`src/rtl/rom_port_arbiter_pkg.sv`:
```
// rom_arb_pkg: shared types and helpers for the ROM port arbiter.
//   rom_port_e  - identifies which requester won the ROM this cycle
//   WORD_BYTES  - bytes per ROM word
//   addr_ok()   - legality check for a word read at a byte address
package rom_arb_pkg;

  typedef enum logic [0:0] {PORT_F, PORT_D} rom_port_e;

  localparam int WORD_BYTES = 4;

  // A word read is legal when it is word aligned and its last byte still
  // lies inside the ROM, so no read ever wraps past the top address.
  function automatic logic addr_ok(input logic [31:0] addr, input int addr_width);
    logic [32:0] last_word;
    last_word = (33'd1 << addr_width) - 33'(WORD_BYTES);
    return (addr[1:0] == 2'b00) && ({1'b0, addr} <= last_word);
  endfunction

endpackage

```
`src/rtl/rom_port_arbiter_if.sv`:
```
// rom_port_arbiter_if: bundles the fetch port, the data port and the ROM
// side of the arbiter.
//   master modport - requesters plus ROM model (drive req/addr, rom_rdata)
//   slave modport  - the arbiter (drives gnt, responses, rom_addr)
interface rom_port_arbiter_if #(
  parameter int ADDR_WIDTH = 10,
  parameter int DATA_WIDTH = 32
);
  import rom_arb_pkg::*;

  logic                  f_req;
  logic [ADDR_WIDTH-1:0] f_addr;
  logic                  f_gnt;
  logic                  f_rvalid;
  logic [DATA_WIDTH-1:0] f_rdata;
  logic                  f_err;

  logic                  d_req;
  logic [ADDR_WIDTH-1:0] d_addr;
  logic                  d_gnt;
  logic                  d_rvalid;
  logic [DATA_WIDTH-1:0] d_rdata;
  logic                  d_err;

  logic [ADDR_WIDTH-1:0] rom_addr;
  logic [DATA_WIDTH-1:0] rom_rdata;

  modport master (
    output f_req, f_addr, d_req, d_addr, rom_rdata,
    input  f_gnt, f_rvalid, f_rdata, f_err,
    input  d_gnt, d_rvalid, d_rdata, d_err, rom_addr
  );

  modport slave (
    input  f_req, f_addr, d_req, d_addr, rom_rdata,
    output f_gnt, f_rvalid, f_rdata, f_err,
    output d_gnt, d_rvalid, d_rdata, d_err, rom_addr
  );

endinterface

```
`src/rtl/rom_port_arbiter_resp_reg.sv`:
```
// rom_resp_reg: one-cycle response register for a single arbiter port.
//   clk, rst_n   - clock, asynchronous active-low reset
//   load         - this port won the ROM in the current cycle
//   ok           - the winning address passed the legality check
//   rom_rdata    - combinational ROM word for the granted address
//   rvalid       - single-cycle response strobe
//   rdata, err   - response word and error; held while rvalid is low
module rom_resp_reg
  import rom_arb_pkg::*;
#(
  parameter int DATA_WIDTH = 32
) (
  input  logic                  clk,
  input  logic                  rst_n,
  input  logic                  load,
  input  logic                  ok,
  input  logic [DATA_WIDTH-1:0] rom_rdata,
  output logic                  rvalid,
  output logic [DATA_WIDTH-1:0] rdata,
  output logic                  err
);

  logic                  vld_p1;
  logic [DATA_WIDTH-1:0] data_p1;
  logic                  err_p1;

  // Stage p1: capture the granted access; an illegal access returns zero.
  always_ff @(posedge clk or negedge rst_n) begin
    if (!rst_n) begin
      vld_p1  <= 1'b0;
      data_p1 <= '0;
      err_p1  <= 1'b0;
    end else begin
      vld_p1 <= load;
      if (load) begin
        data_p1 <= ok ? rom_rdata : '0;
        err_p1  <= !ok;
      end
    end
  end

  assign rvalid = vld_p1;
  assign rdata  = data_p1;
  assign err    = err_p1;

endmodule

```
`src/rtl/rom_port_arbiter.sv`:
```
// rom_port_arbiter: shares one combinational big-endian instruction ROM
// between the fetch port (F) and a data read port (D). One access per
// cycle; D normally wins a collision, but F is forced through once it has
// lost MAX_WAIT consecutive cycles. Responses arrive one cycle after grant.
//   clk    - system clock, rising edge
//   rst_n  - asynchronous active-low reset
//   bus    - F/D request/response ports and ROM address/data (slave side)
module rom_port_arbiter
  import rom_arb_pkg::*;
#(
  parameter int ADDR_WIDTH = 10,
  parameter int DATA_WIDTH = 32,
  parameter int MAX_WAIT   = 3
) (
  input  logic                 clk,
  input  logic                 rst_n,
  rom_port_arbiter_if.slave    bus
);

  localparam logic [3:0] WAIT_LIMIT = 4'(MAX_WAIT);

  logic [3:0]            wait_cnt;
  logic                  f_win;
  logic                  d_win;
  rom_port_e             winner;
  logic [ADDR_WIDTH-1:0] win_addr;
  logic                  win_ok;

  // Stage p0: arbitration, address check and ROM address drive.
  always_comb begin
    f_win    = bus.f_req && (!bus.d_req || (wait_cnt == WAIT_LIMIT));
    d_win    = bus.d_req && !f_win;
    winner   = f_win ? PORT_F : PORT_D;
    win_addr = (winner == PORT_F) ? bus.f_addr : bus.d_addr;
    win_ok   = addr_ok(32'(win_addr), ADDR_WIDTH);
  end

  assign bus.f_gnt    = f_win;
  assign bus.d_gnt    = d_win;
  // Illegal addresses are never presented to the ROM.
  assign bus.rom_addr = ((f_win || d_win) && win_ok) ? win_addr : '0;

  // Counts consecutive cycles a pending fetch lost to D; saturates at the
  // limit so the next collision goes to F.
  always_ff @(posedge clk or negedge rst_n) begin
    if (!rst_n) begin
      wait_cnt <= '0;
    end else if (f_win || !bus.f_req) begin
      wait_cnt <= '0;
    end else if (d_win && (wait_cnt != WAIT_LIMIT)) begin
      wait_cnt <= wait_cnt + 4'd1;
    end
  end

  // Stage p1: per-port response registers.
  rom_resp_reg #(.DATA_WIDTH(DATA_WIDTH)) u_f_resp (
    .clk       (clk),
    .rst_n     (rst_n),
    .load      (f_win),
    .ok        (win_ok),
    .rom_rdata (bus.rom_rdata),
    .rvalid    (bus.f_rvalid),
    .rdata     (bus.f_rdata),
    .err       (bus.f_err)
  );

  rom_resp_reg #(.DATA_WIDTH(DATA_WIDTH)) u_d_resp (
    .clk       (clk),
    .rst_n     (rst_n),
    .load      (d_win),
    .ok        (win_ok),
    .rom_rdata (bus.rom_rdata),
    .rvalid    (bus.d_rvalid),
    .rdata     (bus.d_rdata),
    .err       (bus.d_err)
  );

endmodule

```
`src/flat_wrapper.sv`:
```
// flat-port wrapper written by rule: the top's interface ports become plain ports
module rom_port_arbiter_flat import rom_arb_pkg::*;
#(
  parameter int ADDR_WIDTH = 10,
  parameter int DATA_WIDTH = 32,
  parameter int MAX_WAIT   = 3
)
  (clk, rst_n, bus_f_req, bus_f_addr, bus_d_req, bus_d_addr, bus_rom_rdata, bus_f_gnt, bus_f_rvalid, bus_f_rdata, bus_f_err, bus_d_gnt, bus_d_rvalid, bus_d_rdata, bus_d_err, bus_rom_addr);
  rom_port_arbiter_if #(.ADDR_WIDTH(ADDR_WIDTH), .DATA_WIDTH(DATA_WIDTH)) bus_i ();
  input  logic clk;
  input  logic rst_n;
  input wire logic [$bits(bus_i.f_req)-1:0] bus_f_req;
  input wire logic [$bits(bus_i.f_addr)-1:0] bus_f_addr;
  input wire logic [$bits(bus_i.d_req)-1:0] bus_d_req;
  input wire logic [$bits(bus_i.d_addr)-1:0] bus_d_addr;
  input wire logic [$bits(bus_i.rom_rdata)-1:0] bus_rom_rdata;
  output wire logic [$bits(bus_i.f_gnt)-1:0] bus_f_gnt;
  output wire logic [$bits(bus_i.f_rvalid)-1:0] bus_f_rvalid;
  output wire logic [$bits(bus_i.f_rdata)-1:0] bus_f_rdata;
  output wire logic [$bits(bus_i.f_err)-1:0] bus_f_err;
  output wire logic [$bits(bus_i.d_gnt)-1:0] bus_d_gnt;
  output wire logic [$bits(bus_i.d_rvalid)-1:0] bus_d_rvalid;
  output wire logic [$bits(bus_i.d_rdata)-1:0] bus_d_rdata;
  output wire logic [$bits(bus_i.d_err)-1:0] bus_d_err;
  output wire logic [$bits(bus_i.rom_addr)-1:0] bus_rom_addr;
  assign bus_i.f_req = bus_f_req;
  assign bus_i.f_addr = bus_f_addr;
  assign bus_i.d_req = bus_d_req;
  assign bus_i.d_addr = bus_d_addr;
  assign bus_i.rom_rdata = bus_rom_rdata;
  assign bus_f_gnt = bus_i.f_gnt;
  assign bus_f_rvalid = bus_i.f_rvalid;
  assign bus_f_rdata = bus_i.f_rdata;
  assign bus_f_err = bus_i.f_err;
  assign bus_d_gnt = bus_i.d_gnt;
  assign bus_d_rvalid = bus_i.d_rvalid;
  assign bus_d_rdata = bus_i.d_rdata;
  assign bus_d_err = bus_i.d_err;
  assign bus_rom_addr = bus_i.rom_addr;
  rom_port_arbiter #(.ADDR_WIDTH(ADDR_WIDTH), .DATA_WIDTH(DATA_WIDTH), .MAX_WAIT(MAX_WAIT)) u_core (.clk(clk), .rst_n(rst_n), .bus(bus_i));
endmodule
```
`config.mk`:
```
export PLATFORM = sky130hd
export DESIGN_NAME = rom_port_arbiter_flat
export DESIGN_NICKNAME = d
export VERILOG_FILES = /design/src/rtl/rom_port_arbiter_pkg.sv /design/src/rtl/rom_port_arbiter_if.sv /design/src/rtl/rom_port_arbiter_resp_reg.sv /design/src/rtl/rom_port_arbiter.sv /design/src/flat_wrapper.sv
export SDC_FILE = /design/constraint.sdc
export NUM_CORES = 1
export LEC_CHECK = 0
export CORE_UTILIZATION = 39
export DETAILED_ROUTE_END_ITERATION = 10
export GPL_ROUTABILITY_DRIVEN = 0
export PLACE_DENSITY = 0.84
export REMOVE_ABC_BUFFERS = 1
export SYNTH_ARGS = -nofsm -noshare
export SYNTH_HDL_FRONTEND = slang
export SYNTH_SLANG_ARGS = --single-unit
```
`constraint.sdc`:
```
create_clock -name clk -period 2.03 [get_ports clk]
set_clock_uncertainty 0.2 [all_clocks]
set_input_delay 0.406 -clock clk [delete_from_list [all_inputs] [get_ports clk]]
set_output_delay 0.406 -clock clk [all_outputs]
set_load 0.005 [all_outputs]
```
Yosys cells after proc, flatten, opt, wreduce, memory -nomap -nowiden
Cells that the tools add are included.
{"block": "op_classes", "n_eq_ne": 2, "reduce_logical": 14, "add_sub_neg": 1, "muxes": 5, "n_lt_le_gt_ge": 1}
{"operator": "32-bit 2-to-1 mux", "n": 1}
{"operator": "10-bit 2-to-1 mux", "n": 2}
{"operator": "10-bit <= comparator (second input constant)", "n": 1}
{"operator": "4-bit 2-to-1 mux", "n": 2}
{"operator": "1-bit logical AND", "n": 5}
{"operator": "4-bit by 1-bit adder with 4-bit output (second input constant)", "n": 1}
{"operator": "4-bit by 2-bit equality test with 1-bit output (second input constant)", "n": 1}
{"operator": "1-bit zero test", "n": 4}
{"operator": "4-bit by 2-bit inequality test with 1-bit output (second input constant)", "n": 1}
{"operator": "1-bit logical OR", "n": 3}
{"operator": "2-bit zero test", "n": 1}
{"operator": "2-bit nonzero test", "n": 1}
{"block": "totals", "word_cells": 30, "register_bits": 72, "input_bits": 56, "output_inout_bits": 80}

Depth between registers and ports, before layout
{"block": "logic_depth", "word_depth": 8, "depth_mapped": 6, "depth_no_buf": 4}

Hierarchy
Synthesis repeated with hierarchy kept, for this count alone.
{"block": "hier_totals", "cells_unflattened": 338, "hier_area_um2": 3229.3}
{"module": "rom_resp_reg", "area_each_um2": 1395.1, "instances": 2, "cells_per_inst": 143}
{"module": "rom_port_arbiter", "area_each_um2": 439.2, "instances": 1, "cells_per_inst": 52}

Least setup slack after synthesis
Ideal clock, no wire load.
{"block": "synth_timing", "path_kind": "reg2out", "startpoint": "reg u_core.wait_cnt[0]", "endpoint": "out bus_rom_addr[3]", "required_ns": 1.424, "arrival_ns": 1.378, "stages_incl_launch_ff": 7, "path_buffers": 2, "setup_slack_ns": 0.046, "path_cell_list": "dfrtp_1 > ha_1 > nand4bb_1 > buf_2 > a21boi_4 > buf_6 > o31ai_2"}
{"block": "synth_via", "elab_chain_cells": 8, "elab_cells_between_ends": 12}
{"item": "start: declaration", "line_no": "rom_port_arbiter.sv:22", "source": "logic [3:0] wait_cnt;"}
{"item": "start signal: assignment", "line_no": "rom_port_arbiter.sv:51", "source": "wait_cnt <= wait_cnt + 4'd1;"}
{"item": "4-bit by 2-bit equality test with 1-bit output *", "line_no": "rom_port_arbiter.sv:31", "source": "f_win = bus.f_req && (!bus.d_req || (wait_cnt == WAIT_LIMIT));"}
{"item": "1-bit logical OR *", "line_no": "rom_port_arbiter.sv:31"}
{"item": "1-bit logical AND *", "line_no": "rom_port_arbiter.sv:31"}
{"item": "10-bit 2-to-1 mux or 1-bit zero test (tied branches)", "line_no": "rom_port_arbiter.sv:34, rom_port_arbiter.sv:32"}
{"item": "10-bit <= comparator (tied with other cells)", "line_no": "rom_port_arbiter_pkg.sv:16", "source": "return (addr[1:0] == 2'b00) && ({1'b0, addr} <= last_word);"}
{"item": "1-bit logical AND or 1-bit logical OR (tied branches)", "line_no": "rom_port_arbiter_pkg.sv:16, rom_port_arbiter.sv:41"}
{"item": "1-bit logical AND", "line_no": "rom_port_arbiter.sv:41", "source": "assign bus.rom_addr = ((f_win || d_win) && win_ok) ? win_addr : '0;"}
{"item": "10-bit 2-to-1 mux *", "line_no": "rom_port_arbiter.sv:41"}
{"item": "end: declaration", "line_no": "flat_wrapper.sv:25", "source": "output wire logic [$bits(bus_i.rom_addr)-1:0] bus_rom_addr;"}
Mark *: on every way between the ends. The rest lies on a longest branch, timed or not.

Final worst setup path
{"block": "layout_timing", "startpoint": "reg u_core.wait_cnt[0]", "endpoint": "out bus_rom_addr[6]"}
Same word-level chain as after synthesis.

==> flow_summary.toml <==
[placement]
dpl.hpwl_um = 6496
io_buffers = 133
dp_slack_ps = -716.8

[routing]
vias = 2888
firstDrtPassIters = 4
highest_layer = "met4"
drtIter0Drc = 68
viasPerCell = 5.058
met2WireLength_um = 4736
ant_nets = 0
avgRoutedWirePerCell_um = 16.36
dr_wl_met3_um = 574
wl_met1_um = 3796
drc = 0
finalWirelength_um = 9339

[floorplan]
core_area_um2 = 8258
fp.dieW_um = 94.66
ioPinCount = 136
start_util_pct = 40.55
placementRows = 33
die-area_um2 = 8960
die_h_um = 94.66

[logic_synthesis]
syn_area_per_cell_um2 = 10.91
yosysWarnings = 0
netlist_top_cells_area = "dfrtp_1, mux2i_1, a21bo_2"
synth_top_family_by_area = "compound AO/OA/AOI/OAI gates"
synth_compound_area_share_pct = 13.57
synth.most_common_cell = "dfrtp_1"
synthSimpleGateAreaFrac_pct = 12.33
synthDistinctLibCells = 24
synth_edf_count = 0
postSynthCellCount = 307
yosys-top-cells-count = "dfrtp_1, inv_1, nand4_1"
muxShareOfSynthArea_pct = 9.865
synthArstFlopShare_pct = 100.0
synth_area_um2 = 3348
synth-seq-area-share_pct = 53.81
synth_top_area_share_pct = 53.81
yosys_register_bits = 72
synth_top_cell_by_area = "dfrtp_1"
synth-xor-area-share_pct = 0.5232
synthAdderAreaFrac_pct = 0.3737
ys.flop_type = "dfrtp_1"

[worst_setup_path]
critPathKind = "flip-flop to primary output"
cp.arrival_ps = 1750
end_kind = "primary output"
required_ps = 1420
start_kind = "flip-flop"
crit_fanout = 5

[layout]
layout.nets = 518
antenna_cells = 0
area_delta_synth_final_pct = 59.94
drive_above_1_share_pct = 23.39

[run]
drv_cap = 0

[sta]
final-hold-violation-count = 0
slew_violations = 0
fin_hold_ws_ps = 293.9
rsz0062_at_grt = "yes"
period_needed_ps = 2353
timing.final.crit_share_pct = 115.9
setup_slack_ps = -322.8
max_freq_ghz = 0.4250
setup_viol = 10
fin_setup_tns_ps = -2862

[pwr]
switching_share_pct = 23.77
leakage_nw = 2.564
ir_drop_uv = 482.3
p_per_area_nw_per_um2 = 682.7
p_sw_mw = 0.8691
seqPwrFrac_pct = 43.6
power.share.clock_pct = 38.0
combPwrFrac_pct = 18.4
p_int_mw = 2.787

[min_path]
hp-class = "flip-flop to flip-flop"

[run_status]
violations = "negative setup slack"
outcome = "finished with violations"

[clock_tree]
cts_tree = "built"
clock_path_buffers = 2
cts.sinks = 72
clkLatencyLatePin_ps = 350
clock-root-buffer = "clkbuf_8"
path_clk_slew_ps = 70
numCtsBuffers = 9
htreeDepth = 3

[grt]
grt_pass1_vias = 2999
antenna_found_initial = 0
grt_pass1_wl_um = 14680
gr-total-overflow = 0
grt_max_degree = 45
grtUsageTotal_pct = 21.93
==> metal layers <==
layer  vias to the layer above  track usage (%)
li1                       1344                -
met1                      1414            25.48
met2                       110            37.71
met3                        20            5.717
met4                         0            10.10
met5                         -                0
==> power groups by stage <==
stage | registers (mW) | logic [mW] | clock network (mW)
after global routing | 1.60 | 0.732 | 1.47
after detailed placement | 1.62 | 0.655 | 0
after CTS | 1.59 | 0.667 | 1.40
final | 1.59 | 0.673 | 1.39
after global placement | 1.61 | 0.637 | 0
after floorplan | 1.62 | 0.186 | 0
==> area by class of cell <==
type / count / area, um2
clock buffer: 11 / 141.4
clock inverter: 5 / 103.9
fill: 654 / 2903
inverter: 46 / 177.7
multi-input combinational: 164 / 1335
sequential: 72 / 1802
tap: 105 / 131.4
timing repair buffer: 168 / 1664
==> final timing paths <==
| kind | startpoint | end | slack (ps) | depth (start not counted) |
|---|---|---|---|---|
| worst min register to register | u_core.u_d_resp.rdata[18] | u_core.u_d_resp.rdata[18] | 290 | 1 |
| min in group asynchronous | rst_n | u_core.u_f_resp.rdata[8] | 340 | 2 |
| worst max register to register | u_core.wait_cnt[0] | u_core.u_f_resp.rdata[3] | 80 | 7 |
| worst min-delay path | u_core.u_d_resp.rdata[18] | u_core.u_d_resp.rdata[18] | 290 | 1 |
| max in group asynchronous | rst_n | u_core.u_d_resp.rdata[27] | 710 | 3 |
| worst max-delay path | u_core.wait_cnt[0] | bus_rom_addr[6] | -320 | 6 |
==> worst max-delay path: stages (launching register included) <==
cell and delay, ps:
dfrtp_1 400, ha_4 170, nand4bb_4 150, a21boi_4 180, buf_6 140, o31ai_2 200
buf_2 140
==> per-stage QoR <==
step	area, um2	std cells	utilization (%)	power (mW)
3_5_place_dp	4870	542	58.97	2.273
5_1_grt	5355	571	64.85	3.801
6_report	5355	571	64.85	3.656
2_1_floorplan	3209	282	-	1.808
3_3_place_gp	4870	542	58.97	2.252
4_1_cts	5255	567	63.64	3.661
==> cells by family after synthesis <==
| group | Yosys count |
|---|---|
| AOI/OAI and AO/OA | 45 |
| xor gates and xnor gates | 2 |
| adders and majority gates | 1 |
| buffers and inverters | 72 |
| DFF | 72 |
| muxes | 33 |
| other | 1 |
| and+or+nand+nor | 81 |
==> flip-flops by register name (all words and copies together), names as in the netlist <==
| signal | cells |
|---|---|
| u_core.u_f_resp.err | 1 |
| u_core.wait_cnt | 4 |
| u_core.u_d_resp.rvalid | 1 |
| u_core.u_f_resp.rdata | 32 |
| u_core.u_d_resp.rdata | 32 |
| u_core.u_d_resp.err | 1 |
| u_core.u_f_resp.rvalid | 1 |
==> cells in the final DEF (no fill, tap or decap), types with 2 or more instances in the layout <==
cell type,Yosys,final
nor2_1,6,4
o31ai_2,6,3
clkdlybuf4s50_1,0,120
nand2_1,33,32
dfrtp_1,72,72
buf_2,6,9
buf_6,4,3
nand4_1,40,40
mux2i_1,33,33
conb_1,1,2
buf_12,0,5
o31ai_4,0,5
inv_1,46,44
bufinv_16,0,3
clkbuf_8,0,10
buf_4,2,25
a21bo_2,32,32
==> repair_timing <==
item | 4_1_cts | 5_1_grt
hold endpoints to repair | 28 | 0
endpoints found under the setup margin | 10 | 27
pin swaps | 1 | 9
resized for setup | 55 | 9
buffers inserted | 7 | 4
hold buffers | 1 | 0
cloned | 1 | 1
Note: power is estimated with default switching activity, not from simulation.
==> edit 1, RTL diff (same flow settings) <==
`DATA_WIDTH` is set to 32 in 4 places; all go to 40.
--- a/src/rtl/rom_port_arbiter_if.sv
+++ b/src/rtl/rom_port_arbiter_if.sv
@@ -6,3 +6,3 @@
   parameter int ADDR_WIDTH = 10,
-  parameter int DATA_WIDTH = 32
+  parameter int DATA_WIDTH = 40
 );
--- a/src/rtl/rom_port_arbiter_resp_reg.sv
+++ b/src/rtl/rom_port_arbiter_resp_reg.sv
@@ -10,3 +10,3 @@
 #(
-  parameter int DATA_WIDTH = 32
+  parameter int DATA_WIDTH = 40
 ) (
--- a/src/rtl/rom_port_arbiter.sv
+++ b/src/rtl/rom_port_arbiter.sv
@@ -11,3 +11,3 @@
   parameter int ADDR_WIDTH = 10,
-  parameter int DATA_WIDTH = 32,
+  parameter int DATA_WIDTH = 40,
   parameter int MAX_WAIT   = 3
--- a/src/flat_wrapper.sv
+++ b/src/flat_wrapper.sv
@@ -4,3 +4,3 @@
   parameter int ADDR_WIDTH = 10,
-  parameter int DATA_WIDTH = 32,
+  parameter int DATA_WIDTH = 40,
   parameter int MAX_WAIT   = 3
Ports: changed (resized bus_d_rdata, bus_f_rdata and bus_rom_rdata); port bits go from 136 to 160. The function was not compared with the original's and may differ.
==> edit 1 against the original RTL <==
- clock power increased by 24%
- sequential cell count grew 16
- power grew 23%
- combinational power up 22%
- sequential power grew 23%
- critical path type unchanged
- design area is 18% higher
- global-route usage down 0.84 points
- hold slack got worse by 0.0023 ns
- setup slack improved by 0.028 ns
- area after synthesis increased by 21%
- fmax grew 1.2%
- routed wire length is 24% higher
- critical path depth unchanged
- highest routed layer unchanged
- synthesized cell count is 21% higher
- the flow still finishes with violations (negative setup slack)
==> edit 1: results (changes against the original RTL) <==
[metrics] status: finished, violations left (unchanged)
[metrics] violations in the final reports: negative setup slack (unchanged)
[metrics] static leakage power: 2.97 nW (was 2.56 nW)
[metrics] detailed route wirelength on metal3: 691 µm (was 574 µm)
[metrics] critical register-to-register path endpoint: u_core.u_f_resp.rdata[35] (was u_core.u_f_resp.rdata[3])
[metrics] biggest area contributors in the synthesized netlist: dfrtp_1 (54%), mux2i_1 (10%), a21bo_2 (9.9%) (was dfrtp_1 (54%), mux2i_1 (9.9%), a21bo_2 (9.6%))
[metrics] reg-to-reg setup timing slack: 0.04 ns (was 0.08 ns)
[metrics] Syn Inst Count: 370 (was 307)
[metrics] first-pass GRT wire length: 18.1 mm (was 14.7 mm)
[metrics] CP arrival: 1.72 ns (was 1.75 ns)
[metrics] part of the power in the clock network: 0.383 (was 0.380)
[metrics] power density over the cells: 712 nW/µm² (was 683 nW/µm²)
[metrics] Worst Slack Setup Final: -0.295 ns (was -0.323 ns)
[metrics] I/O Buffers: 157 (was 133)
[metrics] top post-synthesis cells by count: dfrtp_1 (88), inv_1 (54), nand4_1 (48) (was dfrtp_1 (72), inv_1 (46), nand4_1 (40))
[metrics] hold_ws: 0.292 ns (was 0.294 ns)
[metrics] overall routed net length: 11.6 mm (was 9.34 mm)
[metrics] met2 layer wire length in the routed design: 6.19 mm (was 4.74 mm)
[metrics] Cell variety after synth: 23 (was 24)
[metrics] placed wire-length estimate after detailed placement: 7.87 mm (was 6.50 mm)
[metrics] worst-case vdd ir drop: 357 µV (was 482 µV)
[metrics] share of post-route cells with drive strength above 1: 0.211 (was 0.234)
[metrics] number of cells on the worst reg-to-reg path: 8 (was 7)
[metrics] Clk pin slew, worst setup/hold paths: 0.09 ns (was 0.07 ns)
[metrics] end point of the critical path: bus_rom_addr[5] (was bus_rom_addr[6])
[metrics] setup violators final: 10 (unchanged)
[metrics] maximum number of pins on one net before global-route repair: 54 (was 45)
[metrics] dpl cell area: 5790 µm² (was 4870 µm²)
[metrics] share of synthesized area occupied by flip-flops and latches: 0.543 (was 0.538)
[metrics] vias post-DR: 3400 (was 2888)
[metrics] average wire length per cell after detail routing: 17.2 µm (was 16.4 µm)
[metrics] path class of the lowest-slack min-delay path: in2async (was reg2reg)
[metrics] total negative slack for setup checks: -2.53 ns (was -2.86 ns)
-- edit 1: changes by cell type in the layout (fill, tap and decap cells not counted), sizes merged, moves of 8 or more --
cell / before / now
nand2: 33 / 41
mux2i: 33 / 41
inv: 46 / 55
clkdlybuf4s50: 120 / 144
dfrtp: 72 / 88
a21bo: 32 / 40
nand4: 40 / 48
-- edit 1: per-layer routing --
layer	up-vias	global-route usage
met2	141	0.380
met1	1664	0.243
met5	-	0
met3	23	0.0401
li1	1572	-
met4	0	0.0908
-- edit 1: cell families (layout without fill, tap and decap cells) --
kind of cell | after synthesis | in the layout | synth area share
AOI/OAI and AO/OA | 53 | 53 | 0.131
xor gates and xnor gates | 2 | 2 | 0.00432
adders and majority gates | 1 | 1 | 0.00308
buffers and inverters | 87 | 256 | 0.0944
DFF | 88 | 88 | 0.543
muxes | 41 | 41 | 0.101
other | 1 | 3 | 0.000925
and+or+nand+nor | 97 | 97 | 0.122
-- edit 1: worst min path at each step --
stage	endpoint	cells after the start
6_report	u_core.u_d_resp.rdata[32]	2
5_1_grt	u_core.u_d_resp.rdata[9]	1
4_1_cts	u_core.u_d_resp.rvalid	2
3_5_place_dp	u_core.u_d_resp.rdata[32]	1
3_3_place_gp	u_core.u_d_resp.rdata[32]	1
2_1_floorplan	u_core.u_d_resp.err	0
-- edit 1: final cells by class --
class | instances | area (µm²)
diodes | 1 | 2.50
well taps | 133 | 166
fillers | 769 | 3600
repair buffers | 186 | 1840
multi-input cells | 196 | 1610
inverters | 54 | 205
flip-flops and latches | 88 | 2200
clock buffers | 9 | 124
clock inverters | 7 | 166
-- edit 1: timing repair --
action,in CTS,in global routing
hold buffers,1,0
pin swaps,7,4
buffers inserted,6,3
gates cloned,0,2
hold endpoints to repair,17,0
setup endpoints to repair,51,27
gates resized for setup,57,12
==> edit 2, RTL diff (same settings) <==
Without the edit above. Make the reset (`rst_n`) synchronous in 2 clocked blocks. Comments in the files are not updated.
--- a/src/rtl/rom_port_arbiter_resp_reg.sv
+++ b/src/rtl/rom_port_arbiter_resp_reg.sv
@@ -27,3 +27,3 @@
   // Stage p1: capture the granted access; an illegal access returns zero.
-  always_ff @(posedge clk or negedge rst_n) begin
+  always_ff @(posedge clk) begin
     if (!rst_n) begin
--- a/src/rtl/rom_port_arbiter.sv
+++ b/src/rtl/rom_port_arbiter.sv
@@ -44,3 +44,3 @@
   // limit so the next collision goes to F.
-  always_ff @(posedge clk or negedge rst_n) begin
+  always_ff @(posedge clk) begin
     if (!rst_n) begin
Behaviour: differs if rst_n is asserted again (counterexample within 4 cycles, from zero or initial values and one cycle with rst_n low); with rst_n held inactive, the same outputs for 10 cycles.
==> edit 2 against the original RTL <==
- the flow still finishes with violations (negative setup slack)
- setup slack gained 0.070 ns
- area after synthesis is 6.6% lower
- routed wire length is 7.1% higher
- power down 8.3%
- global-route usage increased by 2.4 points
- sequential cell count unchanged
- design area decreased by 4.1%
- sequential power shrank 8%
- critical path type unchanged
- highest routed layer unchanged
==> edit 2: results (changes against the original RTL) <==
[metrics] routed metal-1 wirelength: 4.02 mm (was 3.80 mm)
[metrics] post-layout power: 3.35 mW (was 3.66 mW)
[metrics] share of synthesized area occupied by flip-flops and latches: 0.461 (was 0.538)
[metrics] worst hold path cell count: 2 (was 1)
[metrics] Cell variety after synth: 29 (was 24)
[metrics] insertion delay to the later sink of the worst-skew pair: 0.33 ns (was 0.35 ns)
[metrics] Logic pwr share: 0.139 (was 0.184)
[metrics] top post-synthesis cells by count: dfxtp_1 (72), nand3_1 (66), nand4_1 (41) (was dfrtp_1 (72), inv_1 (46), nand4_1 (40))
[metrics] critical register-to-register path endpoint: u_core.u_d_resp.rdata[13] (was u_core.u_f_resp.rdata[3])
[metrics] final net count: 561 (was 518)
[metrics] end point of the critical path: bus_rom_addr[5] (was bus_rom_addr[6])
[metrics] startpoint of the lowest-slack hold path: u_core.u_d_resp.rdata[16] (was u_core.u_d_resp.rdata[18])
[metrics] share of flip-flops with an asynchronous set or reset after synthesis: 0 (was 1.00)
[metrics] share of post-route cells with drive strength above 1: 0.173 (was 0.234)
[metrics] kind of cell adding the most delay to the critical path: simple AND/OR/NAND/NOR gates (was flip-flops)
[metrics] first-pass GRT wire length: 16.2 mm (was 14.7 mm)
[metrics] Post-Layout Cell Count: 611 (was 571)
[metrics] number of DRC markers in iteration 0: 177 (was 68)
[metrics] vias post-DR: 3253 (was 2888)
[metrics] Critical path origin: u_core.wait_cnt[0] (unchanged)
[metrics] M2 GR Usage: 0.417 (was 0.377)
[metrics] violations in the final reports: negative setup slack (unchanged)
[metrics] total negative slack for setup checks: -2.03 ns (was -2.86 ns)
[metrics] overall routed net length: 10.0 mm (was 9.34 mm)
[metrics] Critical R2R Launch: u_core.wait_cnt[0] (unchanged)
[metrics] slowest stage delay, CP: 0.36 ns (was 0.40 ns)
[metrics] worst-case vdd ir drop: 388 µV (was 482 µV)
[metrics] setup violators final: 10 (unchanged)
[metrics] status: finished, violations left (unchanged)
[metrics] met3 Track Usage GR: 0.0586 (was 0.0572)
[metrics] hold_ws: 0.257 ns (was 0.294 ns)
[metrics] Worst Slack Setup Final: -0.253 ns (was -0.323 ns)
[edit 2: cell types whose count changed after synthesis, moves of 13 or more]
cell      change
dfrtp_1      -72
dfxtp_1      +72
nand3_1      +65
inv_1        -37
o21ai_1      +33
a21bo_2      -32
clkbuf_1     +13
[edit 2: logic make-up after synthesis]
kind of cell / count (synthesis) / share of synthesized area
multiplexers: 32 / 0.102
other: 1 / 0.00120
adder cells (fa/ha/maj): 1 / 0.00400
buffers and inverters: 53 / 0.0828
XOR/XNOR: 2 / 0.00560
flip-flops: 72 / 0.461
AO/OA/AOI/OAI: 44 / 0.0880
AND/OR/NAND/NOR: 154 / 0.255
[edit 2: cell type report]
type | instances | area, µm² | share of cell area
timing repair buffer | 175 | 1740 | 0.340
multi-input combinational | 236 | 1530 | 0.298
sequential | 72 | 1440 | 0.281
clock buffer | 12 | 155 | 0.0302
tap | 102 | 128 | 0.0249
clock inverter | 4 | 98.8 | 0.0193
inverter | 10 | 37.5 | 0.00731
